File: src/rtl/serial_addsub8.sv
// serial_addsub8: bit-serial add/subtract stepping one full_adder per clock, LSB first.
// Build option SERIAL_ADDSUB_CARRY_IN_EN adds a cin port that seeds the carry (ADC/SBC chaining).
module serial_addsub8 #(
  parameter int WIDTH = 8
) (
  input  logic             clk,
  input  logic             rst,
  input  logic             start,
  input  logic             sub,
`ifdef SERIAL_ADDSUB_CARRY_IN_EN
  input  logic             cin,
`endif
  input  logic [WIDTH-1:0] a,
  input  logic [WIDTH-1:0] b,
  output logic             busy,
  output logic             done,
  output logic [WIDTH-1:0] result,
  output logic             carry_out,
  output logic             overflow,
  output logic             zero,
  output logic             negative
);
  localparam int CW = $clog2(WIDTH);

  typedef enum logic [1:0] {IDLE, SHIFT, DONE} state_t;

  state_t           state;
  logic [WIDTH-1:0] op_a;
  logic [WIDTH-1:0] op_b;
  logic [WIDTH-1:0] res_sr;
  logic [WIDTH-1:0] res_next;
  logic             carry;
  logic [CW-1:0]    cnt;
  logic             carry_init;
  logic             fa_sum;
  logic             fa_cout;

`ifdef SERIAL_ADDSUB_CARRY_IN_EN
  assign carry_init = cin;
`else
  assign carry_init = sub;
`endif

  full_adder u_fa (
    .x  (op_a[0]),
    .y  (op_b[0]),
    .ci (carry),
    .s  (fa_sum),
    .co (fa_cout)
  );

  assign res_next = {fa_sum, res_sr[WIDTH-1:1]};

  always_ff @(posedge clk) begin
    if (rst) begin
      state     <= IDLE;
      op_a      <= '0;
      op_b      <= '0;
      res_sr    <= '0;
      carry     <= 1'b0;
      cnt       <= '0;
      busy      <= 1'b0;
      done      <= 1'b0;
      result    <= '0;
      carry_out <= 1'b0;
      overflow  <= 1'b0;
      zero      <= 1'b1;
      negative  <= 1'b0;
    end else begin
      done <= 1'b0;
      case (state)
        IDLE, DONE: begin
          if (start) begin
            op_a  <= a;
            op_b  <= sub ? ~b : b;
            carry <= carry_init;
            cnt   <= '0;
            busy  <= 1'b1;
            state <= SHIFT;
          end else begin
            state <= IDLE;
          end
        end
        SHIFT: begin
          op_a   <= op_a >> 1;
          op_b   <= op_b >> 1;
          res_sr <= res_next;
          carry  <= fa_cout;
          cnt    <= cnt + 1'b1;
          if (cnt == CW'(WIDTH - 1)) begin
            // carry still holds the carry into the MSB here, so it is c_msb
            state     <= DONE;
            busy      <= 1'b0;
            done      <= 1'b1;
            result    <= res_next;
            carry_out <= fa_cout;
            overflow  <= carry ^ fa_cout;
            zero      <= (res_next == '0);
            negative  <= res_next[WIDTH-1];
          end
        end
        default: state <= IDLE;
      endcase
    end
  end
endmodule

// One-bit full adder used by the serial datapath.
module full_adder (
  input  logic x,
  input  logic y,
  input  logic ci,
  output logic s,
  output logic co
);
  assign s  = x ^ y ^ ci;
  assign co = (x & y) | (ci & (x ^ y));
endmodule
File: config.mk
export PLATFORM = sky130hd
export DESIGN_NAME = serial_addsub8
export DESIGN_NICKNAME = d
export VERILOG_FILES = /design/src/rtl/serial_addsub8.sv
export SDC_FILE = /design/constraint.sdc
export NUM_CORES = 1
export LEC_CHECK = 0
export ABC_AREA = 0
export CAP_MARGIN = 20
export CORE_MARGIN = 2
export CORE_UTILIZATION = 66
export CTS_CLUSTER_SIZE = 25
export DETAILED_ROUTE_END_ITERATION = 10
export DONT_BUFFER_PORTS = 1
export GPL_ROUTABILITY_DRIVEN = 1
export PLACE_DENSITY = 0.82
export SLEW_MARGIN = 0
export SYNTH_ARGS = -nofsm -noshare
export SYNTH_HDL_FRONTEND = slang
export SYNTH_SLANG_ARGS = --single-unit
File: constraint.sdc
create_clock -name clk -period 3.9 [get_ports clk]
set_input_delay 0.39 -clock clk [delete_from_list [all_inputs] [get_ports clk]]
set_output_delay 0.39 -clock clk [all_outputs]
set_load 0.005 [all_outputs]
* Word-level counts from Yosys, hierarchy flattened
Cells that the tools add are included.
** Storage, ports and cells
- Bits in registers :: 44
- Bits of input ports :: 20
- Word-level logic and storage cells :: 51
** Operators by class
- Add/subtract/negate cells :: 1
- Eq/ne operators :: 5
- Muxes and demuxes :: 16
- Bitwise operators :: 8
- Reductions and logical operators :: 8
** Operators with widths (number)
- $pmux W8 S2 :: 2
- $mux W8 :: 3
- $logic_not A8 Y1 :: 1
- $not A8 Y8 :: 1
- $pmux W3 S2 :: 1
- $mux W1 :: 5
- $ne A2 B2 Y1 const B :: 2
- $pmux W1 S2 :: 2
- $pmux W2 S2 :: 1
- $reduce_and A2 Y1 :: 2
- $reduce_or A2 Y1 :: 2
- $add A3 B1 Y3 const B :: 1
- $eq A3 B3 Y1 const B :: 1
- $mux W3 :: 1
- $reduce_and A3 Y1 :: 1
- $xor A1 B1 Y1 :: 3
- $and A1 B1 Y1 :: 2
- $eq A2 B1 Y1 const B :: 1
- $eq A2 B2 Y1 const B :: 1
- $logic_not A2 Y1 :: 1
- $mux W2 :: 1
- $reduce_bool A2 Y1 :: 1
- $not A1 Y1 :: 1
- $or A1 B1 Y1 :: 1

* Depth between registers and ports, before layout
- Depth after elaboration :: 4
- Depth in mapped cells :: 6

* Hierarchy
Synthesis repeated with hierarchy kept, for this count alone.
** Second synthesis, totals
- Cells, all modules :: 199
- Area, all modules :: 1850.5 µm²
** Modules (own cells, without submodules)
- serial_addsub8 :: times used 1, cells each 198, area each 1830.5 µm², seq. area each 840.8 µm²
- full_adder :: times used 1, cells each 1, area each 20.0 µm², seq. area each 0.0 µm²

* Worst setup path before layout
OpenSTA, ideal clock, no wires.
- Kind :: reg2reg
- From :: register cnt[0]
- To :: register overflow
- Data arrival time :: 1202 ps
- Setup slack :: 2612 ps
- Cell stages (with the launch flop) :: 6
- Path buffers :: 1
- Period minus slack after synthesis :: 1288 ps
- Cells stage by stage :: dfxtp_1 ha_1 ha_1 and3b_2 buf_4 a211oi_1
** Between the ends
- Longest elaborated chain between the ends :: 2
** RTL lines
- start, declared :: RTL line 33 : logic [CW-1:0] cnt;
- start signal, assigned :: RTL line 89 : cnt <= cnt + 1'b1;
- $eq A3 B3 Y1 :: RTL line 90 : if (cnt == CW'(WIDTH - 1)) begin
- $reduce_and A2 Y1 (no source line)
- end signal, assigned :: RTL line 97 : overflow <= carry ^ fa_cout;
- end, declared :: RTL line 19 : output logic overflow,
Every way passes these cells.
A chain may end at the register's enable or synchronous reset.

* Final worst setup path
- From :: register state[0]
- To :: register op_b[0]
** Between the ends
- Longest elaborated chain between the ends :: 4
- Elaborated cells between the ends (all ways) :: 8
- Classes of those cells :: eq/ne (3); mux (1); reduce/logical (4)
** RTL lines
- start, declared :: RTL line 27 : state_t state;
- start signal, assigned :: RTL line 56 : state <= IDLE;
- start signal, assigned :: RTL line 79 : state <= SHIFT;
- start signal, assigned :: RTL line 81 : state <= IDLE;
- $eq A2 B2 Y1 / $logic_not A2 Y1 (equally long branches) :: RTL line 71 : case (state)
- $reduce_or A2 Y1 :: RTL line 71
- $ne A2 B2 Y1 (no source line) / $reduce_bool A2 Y1 (equally long branches)
- $reduce_and A2 Y1 (no source line)
- end signal, assigned :: RTL line 75 : op_b <= sub ? ~b : b;
- end signal, assigned :: RTL line 86 : op_b <= op_b >> 1;
- end, declared :: RTL line 29 : logic [WIDTH-1:0] op_b;
Parallel ways exist; a longest one is shown, timed or not.

==> metrics.csv <==
metric,value,unit
netSwitchingFraction,24.2,%
ir_worst_vdd,0.480,mV
io_pins,34,
ant_nets,0,
p_int,0.608,mW
initial_utilization,68.5,%
synthesis.instances,200,
rsz0062_at_grt,false,
overflow,0,
p_leak,0.601,nW
power_density,441,mW/mm2
cp_cell_sequence,"and2b_1, a22oi_1, a21oi_1",
antenna_cells,0,
drc_errors,0,
die_x,57.3,um
dp.cells,212,
ctsLongestPathBuffers,2,
grt_pass1_vias,1221,
nets,211,
regToRegSetupSlack,2.23,ns
postCtsSetupRepairBufs,0,
clock_latency,0.36,ns
mostFrequentLayoutCells,"dfxtp_1, nand2_1, a21oi_1",
tightest_slew,1.00,ns
hold_end,result[2],
cp.arrival,1.96,ns
max-cap-violations,0,
stdcell_count,220,
synthAdderAreaFrac,2.41,%
finalSetupTns,0,ns
hold_path.class,in -> reg,
root_buffer,clkbuf_4,
wl,3130,um
synthToLayoutAreaGrowth,-2.81,%
slew_headroom,33.2,%
crit_slowest_cell,and2b_1,
hold_violations,0,
grt_util_all_layers,21.9,%
r2r-start,state[0],
die_height,57.3,um
syn-cell-area,0.00187,mm2
switchingPower,0.195,mW
fmax,599,MHz
cts_tree,built,
ctsHtreeMaxLevel,2,
portBuffers,0,
drt-wirelength-per-cell,14.2,um
worstRegToRegCells,3,
criticalPathCategory,reg -> reg,
comb_power_share,9.1,%
dr.pass1.iters,5,
cts_sinks,42,
end_kind,flip-flop,
clkTransAtPathRegs,0.13,ns
yosys.area_share.xor_xnor,4.21,%
synthFlopType,dfxtp_1,
drt_iter0_drc,43,
synth_compound_area_share,21.9,%
whs_path_depth,1,
holdCritStartpoint,rst,
p_total,0.803,mW
final_common_cell,dfxtp_1,
cts_resized,0,
place_ws,2.24,ns
clock_skew,0.0102,ns
syn_avg_cell_area,9.36,um2
pwr-share-clk,33.8,%
ys_seq_area_share,44.9,%
async_reset_ff_share,0,%
period_share,42.8,%
ys_types,27,
grt_pass1_wl,5560,um
p_seq_share,57.1,%
final.min_clock_period,1.67,ns
cts_made_buffers,5,
r2r_end,op_b[0],
crit_required,4.19,ns
slew_viol_final,0,
viasPerCell,5.91,
synth_top_family_by_area,compound AO/OA/AOI/OAI gates,
outcome,"complete, no violations",
grt_start_max_net_pins,43,
postCtsHoldBufs,0,
rows,19,
synth_nets,223,
max_stage_delay,0.81,ns
path_max_fanout,25,
synth-edff-count,0,
dp_hpwl,2070,um
drive_above_1_share,16.4,%
yosys_warnings,0,
synth_seq_cells,42,
gp_congestion,0.702,
synth-simple-area-share,17.5,%
coreArea,0.00273,mm2
setup_viol,0,
antenna_found_initial,0,
dieArea,0.00328,mm2
via_count,1301,
cp-start-kind,flip-flop,
fin_ws,2.23,ns
muxShareOfSynthArea,0,%
[power by group through the flow]
stage	logic (mW)	clock network, mW	registers [mW]
floorplan	0.0905	0	0.465
global placement	0.0713	0	0.467
detailed placement	0.0738	0	0.468
CTS	0.0739	0.275	0.459
global route	0.0832	0.296	0.461
finish	0.0734	0.271	0.459
[critical path, delay by kind of cell (launching register included)]
kind            cells  cell delay (ns)
simple gates        1             0.81
flops               1             0.43
compound gates      2             0.38
[worst max-delay path by stage]
stage          startpoint  slack [ns]        to
2_1_floorplan      cnt[0]        2.61  overflow
3_3_place_gp     state[0]        2.31   op_b[0]
3_5_place_dp     state[0]        2.24   op_b[0]
4_1_cts          state[0]        2.22   op_b[0]
5_1_grt          state[0]        2.00   op_b[2]
6_report         state[0]        2.23   op_b[0]
[Yosys cell counts (2+ instances only)]
| master | number | share of area [%] |
|---|---|---|
| a21oi_1 | 28 | 7.5 |
| a21oi_2 | 10 | 4.7 |
| a22oi_1 | 4 | 1.6 |
| a22oi_2 | 11 | 7.4 |
| buf_2 | 3 | 0.80 |
| buf_4 | 5 | 2.0 |
| buf_6 | 7 | 4.2 |
| dfxtp_1 | 42 | 45 |
| ha_1 | 2 | 1.3 |
| nand2_1 | 37 | 7.4 |
| nand2b_1 | 3 | 1.0 |
| nand3_1 | 21 | 5.6 |
| nor2_1 | 5 | 1.0 |
| nor4_1 | 2 | 0.67 |
| xor2_1 | 8 | 3.7 |
[stage by stage]
step / util [%] / cell area, um2 / hold slack, ns
6_report: 66.5 / 1820 / 0.0806
5_1_grt: 66.5 / 1820 / 0.0600
4_1_cts: 66.5 / 1820 / 0.0723
3_5_place_dp: 63.7 / 1740 / 0.454
3_3_place_gp: 63.7 / 1740 / 0.448
2_1_floorplan: - / 1870 / 0.445
[cells by family after synthesis]
logic type	after synthesis
adder cells (fa/ha/maj)	3
AO/OA/AOI/OAI	55
flip-flops	42
XOR/XNOR	9
AND/OR/NAND/NOR	72
buffers and inverters	19
[flip-flops by register name, indices dropped and copies added, names as in the netlist]
register   count
op_a           8
state          2
op_b           8
done           1
busy           1
negative       1
overflow       1
cnt            3
carry          1
res_sr         7
carry_out      1
zero           1
result         7
[area by class of cell]
| class | count | area (um2) |
|---|---|---|
| fill | 233 | 915 |
| clock buffer | 5 | 37.5 |
| tap | 31 | 38.8 |
| clock inverter | 3 | 40.0 |
| multi-input combinational | 139 | 862 |
| sequential | 42 | 841 |
[metal layers]
layer	global-route usage, %	vias to the layer above	wire length (um)
li1	-	660	-
met1	27.2	599	1380
met2	35.0	37	1510
met3	7.48	5	185
met4	8.64	0	45
met5	0	-	0
Power figures use the tool's default switching activity.
